`config.mk`:
```
export PLATFORM = sky130hd
export DESIGN_NAME = fdivsqrt_seq_ctrl_flat
export DESIGN_NICKNAME = d
export VERILOG_FILES = /design/src/rtl/fdivsqrt_seq_ctrl_if.sv /design/src/rtl/fdivsqrt_seq_ctrl.sv /design/src/flat_wrapper.sv
export SDC_FILE = /design/constraint.sdc
export NUM_CORES = 1
export LEC_CHECK = 0
export BUFFER_PORTS_ARGS = -buffer_cell sky130_fd_sc_hd__buf_2
export CORE_ASPECT_RATIO = 1.2
export CORE_UTILIZATION = 43
export DETAILED_ROUTE_END_ITERATION = 7
export GPL_TIMING_DRIVEN = 0
export PLACE_DENSITY_LB_ADDON = 0.25
export SETUP_SLACK_MARGIN = 0.2
export SYNTH_ARGS = -nofsm -noshare
export SYNTH_HDL_FRONTEND = slang
export SYNTH_SLANG_ARGS = --single-unit
```
`constraint.sdc`:
```
create_clock -name clk -period 1.5 [get_ports clk]
set_input_delay 0.075 -clock clk [delete_from_list [all_inputs] [get_ports clk]]
set_output_delay 0.075 -clock clk [all_outputs]
set_load 0.01 [all_outputs]
```
`src/rtl/fdivsqrt_seq_ctrl_if.sv`:
```
// Handshake bundle between the Execute/Memory pipeline control and the
// divide/sqrt iteration sequencer.
interface fdivsqrt_seq_ctrl_if #(
  parameter int CNTW = 7
);
  logic            FDivStartE;
  logic            IDivStartE;
  logic            SpecialCaseE;
  logic [CNTW-1:0] CyclesE;
  logic            WZeroE;
  logic            StallM;
  logic            FlushE;

  logic            IFDivStartE;
  logic            StepE;
  logic            FDivBusyE;
  logic            FDivDoneE;
  logic            SpecialCaseM;
  logic [CNTW-1:0] CycleCntE;

  // Pipeline side: issues ops, observes sequencer status.
  modport master (
    output FDivStartE, IDivStartE, SpecialCaseE, CyclesE, WZeroE, StallM, FlushE,
    input  IFDivStartE, StepE, FDivBusyE, FDivDoneE, SpecialCaseM, CycleCntE
  );

  // Sequencer side.
  modport slave (
    input  FDivStartE, IDivStartE, SpecialCaseE, CyclesE, WZeroE, StallM, FlushE,
    output IFDivStartE, StepE, FDivBusyE, FDivDoneE, SpecialCaseM, CycleCntE
  );
endinterface

```
`src/rtl/fdivsqrt_seq_ctrl.sv`:
```
// Iteration sequencer for the shared FP div/sqrt and integer div/rem unit:
// start pulse, counted recurrence steps with optional early exit, stall-aware done.
module fdivsqrt_seq_ctrl #(
  parameter int CNTW      = 7,
  parameter bit EARLYTERM = 1'b1
) (
  input  logic                       clk,
  input  logic                       reset,
  fdivsqrt_seq_ctrl_if.slave         io
);

  typedef enum logic [1:0] {
    IDLE = 2'd0,
    BUSY = 2'd1,
    DONE = 2'd2
  } state_t;

  localparam logic [CNTW-1:0] CNT_ONE = {{(CNTW-1){1'b0}}, 1'b1};

  state_t          state_q, state_d;
  logic [CNTW-1:0] cnt_q, cnt_d;
  logic            spec_q, spec_d;

  logic start, step, busy, done;

  always_ff @(posedge clk) begin
    if (reset) begin
      state_q <= IDLE;
      cnt_q   <= '0;
      spec_q  <= 1'b0;
    end else begin
      state_q <= state_d;
      cnt_q   <= cnt_d;
      spec_q  <= spec_d;
    end
  end

  always_comb begin
    state_d = state_q;
    cnt_d   = cnt_q;
    spec_d  = spec_q;
    start   = 1'b0;
    step    = 1'b0;
    busy    = 1'b0;
    done    = 1'b0;

    case (state_q)
      IDLE: begin
        start = (io.FDivStartE | io.IDivStartE) & ~io.FlushE;
        if (start) begin
          spec_d = io.SpecialCaseE;
          if (io.SpecialCaseE) begin
            state_d = DONE;
          end else begin
            state_d = BUSY;
            // A zero cycle request still performs one recurrence step.
            cnt_d   = (io.CyclesE == '0) ? CNT_ONE : io.CyclesE;
          end
        end
      end

      BUSY: begin
        step  = 1'b1;
        busy  = 1'b1;
        cnt_d = cnt_q - CNT_ONE;
        if (io.FlushE) begin
          state_d = IDLE;
          cnt_d   = '0;
        end else if ((cnt_q <= CNT_ONE) || (EARLYTERM && io.WZeroE)) begin
          state_d = DONE;
        end
      end

      DONE: begin
        done = 1'b1;
        busy = io.StallM;
        if (io.FlushE) begin
          state_d = IDLE;
          cnt_d   = '0;
        end else if (!io.StallM) begin
          state_d = IDLE;
        end
      end

      default: begin
        state_d = IDLE;
      end
    endcase
  end

  assign io.IFDivStartE  = start;
  assign io.StepE        = step;
  assign io.FDivBusyE    = busy;
  assign io.FDivDoneE    = done;
  assign io.SpecialCaseM = spec_q;
  assign io.CycleCntE    = cnt_q;

endmodule

```
`src/flat_wrapper.sv`:
```
// flat-port wrapper written by rule: the top's interface ports become plain ports
module fdivsqrt_seq_ctrl_flat 
#(
  parameter int CNTW      = 7,
  parameter bit EARLYTERM = 1'b1
)
  (clk, reset, io_FDivStartE, io_IDivStartE, io_SpecialCaseE, io_CyclesE, io_WZeroE, io_StallM, io_FlushE, io_IFDivStartE, io_StepE, io_FDivBusyE, io_FDivDoneE, io_SpecialCaseM, io_CycleCntE);
  fdivsqrt_seq_ctrl_if #(.CNTW(CNTW)) io_i ();
  input  logic clk;
  input  logic reset;
  input wire logic [$bits(io_i.FDivStartE)-1:0] io_FDivStartE;
  input wire logic [$bits(io_i.IDivStartE)-1:0] io_IDivStartE;
  input wire logic [$bits(io_i.SpecialCaseE)-1:0] io_SpecialCaseE;
  input wire logic [$bits(io_i.CyclesE)-1:0] io_CyclesE;
  input wire logic [$bits(io_i.WZeroE)-1:0] io_WZeroE;
  input wire logic [$bits(io_i.StallM)-1:0] io_StallM;
  input wire logic [$bits(io_i.FlushE)-1:0] io_FlushE;
  output wire logic [$bits(io_i.IFDivStartE)-1:0] io_IFDivStartE;
  output wire logic [$bits(io_i.StepE)-1:0] io_StepE;
  output wire logic [$bits(io_i.FDivBusyE)-1:0] io_FDivBusyE;
  output wire logic [$bits(io_i.FDivDoneE)-1:0] io_FDivDoneE;
  output wire logic [$bits(io_i.SpecialCaseM)-1:0] io_SpecialCaseM;
  output wire logic [$bits(io_i.CycleCntE)-1:0] io_CycleCntE;
  assign io_i.FDivStartE = io_FDivStartE;
  assign io_i.IDivStartE = io_IDivStartE;
  assign io_i.SpecialCaseE = io_SpecialCaseE;
  assign io_i.CyclesE = io_CyclesE;
  assign io_i.WZeroE = io_WZeroE;
  assign io_i.StallM = io_StallM;
  assign io_i.FlushE = io_FlushE;
  assign io_IFDivStartE = io_i.IFDivStartE;
  assign io_StepE = io_i.StepE;
  assign io_FDivBusyE = io_i.FDivBusyE;
  assign io_FDivDoneE = io_i.FDivDoneE;
  assign io_SpecialCaseM = io_i.SpecialCaseM;
  assign io_CycleCntE = io_i.CycleCntE;
  fdivsqrt_seq_ctrl #(.CNTW(CNTW), .EARLYTERM(EARLYTERM)) u_core (.clk(clk), .reset(reset), .io(io_i));
endmodule
```
======== After elaboration in Yosys (flattened, before gate mapping) ========
Cells that the tools add are included.
cells by class
  add/subtract/negate cells ............... 1
  $lt $le $gt $ge ......................... 1
  eq/ne operators ......................... 7
  multiplexer cells ....................... 17
  bitwise operators ....................... 3
  reductions and logical operators ........ 7
operators with widths
  operator                                                                          number
  7-bit two-way mux                                                                 5
  7-bit one-hot mux with 3 select lines                                             1
  2-bit two-way mux                                                                 6
  7-bit by 1-bit less-or-equal comparator with 1-bit output, second input constant  1
  7-bit zero test                                                                   1
  7-bit by 1-bit subtractor with 7-bit output, second input constant                1
  2-bit one-hot mux with 3 select lines                                             1
  2-bit != test, second input constant                                              2
  4-bit AND reduction                                                               1
  1-bit two-way mux                                                                 3
  3-bit by 2-bit != test with 1-bit output, second input constant                   1
  3-bit != test, second input constant                                              1
  3-bit AND reduction                                                               1
  3-bit nonzero test                                                                1
  2-bit by 1-bit == test with 1-bit output, second input constant                   1
  2-bit == test, second input constant                                              1
  2-bit zero test                                                                   1
  2-bit by 1-bit != test with 1-bit output, second input constant                   1
  1-bit one-hot mux with 2 select lines                                             1
  2-bit AND reduction                                                               1
  1-bit AND                                                                         1
  1-bit logical OR                                                                  1
  1-bit inverter                                                                    1
  1-bit bitwise OR                                                                  1
storage, ports and cells
  register bits ........................... 10
  input bits .............................. 15
  output and inout bits ................... 12
  word-level logic and storage cells ...... 39

======== Depth between registers and ports, before layout ========
  word-level depth ........................ 5
  mapped depth ............................ 7
  mapped depth without buffers ............ 6

======== Worst setup path before layout ========
OpenSTA, ideal clock, no wires.
  path type ............................... register to register
  start point ............................. reg u_core.state_q[0]
  end point ............................... reg u_core.cnt_q[0] (netlist: u_core.io.CycleCntE[0])
  setup time .............................. 0.121 ns
  data arrival time ....................... 1.402 ns
  required time ........................... 1.379 ns
  slack ................................... -0.023 ns
  stages on the path, launching flop included .. 7
  buffers on the path ..................... 0
  clock period less this slack ............ 1.523 ns
  cell sequence ........................... dfxtp_1 inv_1 ha_1 and2b_2 o32ai_4 o221a_2 a211oi_1
between the ends
  word-level cells in the longest chain between the ends .. 3
  elaborated cells between the ends (all ways) .. 9
  classes of those cells .................. eq/ne (5); mux (1); reduce/logical (3)
ends and longest elaborated chain
  element                                                RTL line                 text
  start, declared                                        fdivsqrt_seq_ctrl.sv:20  state_t state_q, state_d;
  start signal, assigned                                 fdivsqrt_seq_ctrl.sv:32  state_q <= state_d;
  2-bit == test, or another cell as far along            fdivsqrt_seq_ctrl.sv:47  case (state_q)
  2-bit != test (no line), or another cell as far along  -
  4-bit AND reduction (no line)                          -
  end signal, assigned                                   fdivsqrt_seq_ctrl.sv:33  cnt_q <= cnt_d;
  end, declared                                          fdivsqrt_seq_ctrl.sv:21  logic [CNTW-1:0] cnt_q, cnt_d;
Parallel ways exist; a longest one is shown, timed or not.
A chain may end at the register's enable or synchronous reset.

======== Worst setup path in the final report ========
  start point ............................. reg u_core.state_q[0]
  end point ............................... reg u_core.cnt_q[6] (netlist: u_core.io.CycleCntE[6])
Same word-level chain as after synthesis.

==> summary.md <==
| Metric | Value |
|---|---|
| Number of clock sinks | 10 |
| Floorplan die height | between 40 and 50 µm |
| Main combinational cell family by area after synthesis | compound AO/OA/AOI/OAI gates |
| Via count of the first global-routing pass | 811 |
| CP max FO | 9 |
| Total via count in the routed design | around 880 |
| Port-buffer cells | 26 |
| Leftover overflow at the end of global routing | 0 |
| Number of standard cells after synthesis | slightly above 90 |
| Number of placement rows | 16 |
| Full die area | approximately 2000 µm² |
| Residual antenna-violating net count after detailed routing | 0 |
| Clock insertion delay at the later pin of the skew report | 270 ps |
| Total of hold buffers inserted after clock tree synthesis | 0 |
| Maximum number of pins on one net before global-route repair | 11 |
| Setup violation total in the final timing report | 2 |
| I/O pin total | 27 |
| Initial Utilization | 46.7% |
| Number of distinct library cells after synthesis | 34 |
| Largest buffer count on any clock path | 2 |
| Routed wire length | between 2 and 2.5 mm |
| Total power divided by cell area | around 1100 nW/µm² |
| Setup slack after placement | -100 ps |
| Transition at the pin with the smallest max-transition slack | around 320 ps |
| Startpoint type of the worst setup path | flop |
| Detailed-placement wirelength estimate | ~1.6 mm |
| Max-cap violations | 0 |
| CTS tree | yes |
| Average instance area after synthesis | approximately 8.4 µm² |
| Fraction of synthesized cell area in xor and xnor cells | 0% |
| Slew Viols, Final | 0 |
| Fraction of the mapped netlist area in simple logic gates | a little over a quarter |
| CTS clock-pin slew for the worst setup and hold paths | around 80 ps |
| Leakage Power | 0.546 nW |
| Normalized max-slew margin | about four fifths |
| Reg power frac | a little over a quarter |
| Number of antenna violations at the first check in global routing | 0 |
| Number of buffers created by CTS | 3 |
| Depth of the CTS H-tree | 1 |
| Tcrit/Tclk final | 103% |
| Net count of the mapped netlist | around 110 |
| Net switching power | 0.565 mW |
| WP data required | around 1700 ps |
| First-pass detailed-route iteration total | 4 |
| End-of-flow core utilization | 75.5% |
| Layout Skew | 6.15 ps |
| Avg WL per Cell | 14.8 µm |
| Multiplexer fraction of the synthesized cell area | between 2 and 3% |
| Share of the synthesized area in compound gates (AO/OA/AOI/OAI) | 31.3% |
| Drt drc | 0 |
| Post-layout net count | ~150 |
| Mean number of vias per cell | between 5 and 6 |
| Share of total power in the clock network | approximately 14% |
| Post-synth design cell area | 776 µm² |
| Failing checks | setup timing |
| Drt initial violations | 24 |
| Max IR drop VDD | about 660 µV |
| P_int | a little under 0.9 mW |
| Antenna diodes | 0 |
| Share of cells above drive strength 1 | between 60% and 70% |
| Count of final hold-check violations | 0 |
| Element type at the critical path end | flop |
| Placer's final routability congestion estimate | ~0.74 |
| Combinational share of power | approximately three fifths |
| All-layer global routing usage | 24.8% |
| Layout overhead on the synthesized area | 61.6% |
| Arrival time at the worst endpoint | about 1700 ps |
| Post-route non-filler standard cell count | ~150 |
| RSZ-0062 raised after global routing | true |
| Outcome | complete, but fails checks |
| Warnings, synthesis | 0 |
| Final worst path period need | roughly 1500 ps |
| Adder-Cell Fraction of Synth Area | under 10% |
| F_max | between 0.6 and 0.7 GHz |
| Sw Ratio | between 30% and 40% |
| CTS Root Buffer Type | sky130_fd_sc_hd__clkbuf_4 |
| Number of placed instances, taps included | about 140 |
| Minimum setup slack in the final design | -46.6 ps |
| Number of storage elements in the synthesis netlist | 10 |
| Tightest Hold Check Type | in -> reg |
| First-pass GRT wire length | 3.49 mm |
| Horizontal extent of the die | 40.8 µm |
| Crit Path Class | reg -> reg |
| Core area | around 1700 µm² |
| Sequential element share of the synthesized area | 25.8% |
cell usage in the layout (no fill, tap or decap), types with 3 or more instances in the layout:
cell type / Yosys / routed
sky130_fd_sc_hd__buf_2: 1 / 26
sky130_fd_sc_hd__inv_4: 0 / 4
sky130_fd_sc_hd__ha_4: 0 / 4
sky130_fd_sc_hd__clkbuf_4: 0 / 3
sky130_fd_sc_hd__buf_4: 1 / 8
sky130_fd_sc_hd__o21ai_1: 0 / 4
sky130_fd_sc_hd__nand2b_4: 0 / 3
sky130_fd_sc_hd__inv_1: 7 / 3
sky130_fd_sc_hd__nor2_2: 0 / 3
sky130_fd_sc_hd__a21oi_1: 8 / 7
sky130_fd_sc_hd__dfxtp_4: 0 / 3
sky130_fd_sc_hd__dfxtp_1: 10 / 6
sky130_fd_sc_hd__nor2_1: 11 / 8
synthesized netlist by cell type, drive strengths merged:
cell type	count	area share [%]
a211oi	2	1.9
a21boi	1	0.97
a21oi	8	5.2
a311oi	2	3.1
a41o	1	1.3
and2b	2	2.3
and3	1	0.81
buf	2	1.6
dfxtp	10	26
ha	5	8.1
inv	7	3.4
mux2i	2	2.6
nand2	3	1.5
nand2b	4	3.2
nand3b	1	1.5
nor2	11	5.3
nor2b	4	3.2
nor3	2	1.3
nor3b	2	1.9
nor4	3	3.2
o21ai	6	3.9
o21bai	3	4.4
o221a	1	1.5
o2bb2ai	1	1.1
o31ai	2	1.9
o32a	1	1.5
o32ai	2	4.7
or3b	1	1.1
or4	2	1.9
worst paths after layout:
path,from,endpoint,slack (ps),cells after the start
worst min register to register,u_core.io.SpecialCaseM,u_core.io.SpecialCaseM,490,2
worst min-delay path,io_SpecialCaseE,u_core.io.SpecialCaseM,80,3
worst max-delay path,u_core.state_q[0],u_core.io.CycleCntE[6],-50,7
worst max register to register,u_core.state_q[0],u_core.io.CycleCntE[6],-50,7
per-layer routing:
metal,part of all wire [%],up-vias,GRT usage [%],routed length [µm]
met5,0,-,0,0
met4,1.7,0,9.44,38
met3,5.1,6,5.05,112
met2,52,34,42.9,1160
met1,41,414,27.6,899
li1,-,421,-,-
kinds of logic (layout without fill, tap and decap cells):
family / count (synthesis) / in the layout
fa+ha+maj: 5 / 5
simple gates: 36 / 36
compound gates: 30 / 30
mux: 2 / 2
flops: 10 / 10
buf+inv: 9 / 48
flip-flops by register name, summed over array words and instances, names as in the netlist:
register	flops
u_core.io.SpecialCaseM	1
u_core.io.CycleCntE	7
u_core.state_q	2
critical path, cell delays in order (launching register included):
cell                       delay (ps)
sky130_fd_sc_hd__dfxtp_4          370
sky130_fd_sc_hd__inv_4             80
sky130_fd_sc_hd__ha_4             170
sky130_fd_sc_hd__nand2b_4          80
sky130_fd_sc_hd__o32ai_4          310
sky130_fd_sc_hd__buf_12           170
sky130_fd_sc_hd__nor2_1            50
sky130_fd_sc_hd__a311oi_2         220
metrics by stage:
stage / total power, mW / hold WS (ps) / cell area (µm²) / TNS (ps)
after floorplan: 0.848 / 222 / 898 / 0
after global placement: 0.987 / 354 / 1050 / -30.8
after detailed placement: 1.01 / 358 / 1050 / -203
after CTS: 1.37 / 79.9 / 1200 / -92.7
after global routing: 1.53 / 90.6 / 1250 / -332
final: 1.43 / 79.9 / 1250 / -61.6
power groups by stage:
stage                     Combinational [mW]  Clock, mW  Sequential, mW
after floorplan                        0.462          0           0.386
after global placement                 0.610          0           0.377
after detailed placement               0.627          0           0.381
after CTS                              0.785      0.212           0.373
after global routing                   0.919      0.227           0.384
final                                  0.847      0.205           0.377
repair_timing:
| action | in CTS | in global routing |
|---|---|---|
| setup buffers | 8 | 1 |
| resized for setup | 13 | 10 |
| endpoints found under the setup margin | 11 | 11 |
| pin swaps | 7 | 3 |
area by class of cell:
cell class,instances,area (µm²)
multi-input combinational,73,719
fill,114,408
timing repair buffer,35,216
sequential,10,213
inverter,7,36.3
clock buffer,4,26.3
tap,18,22.5
buffer,2,20.0
Note: power is estimated with default switching activity, not from simulation.
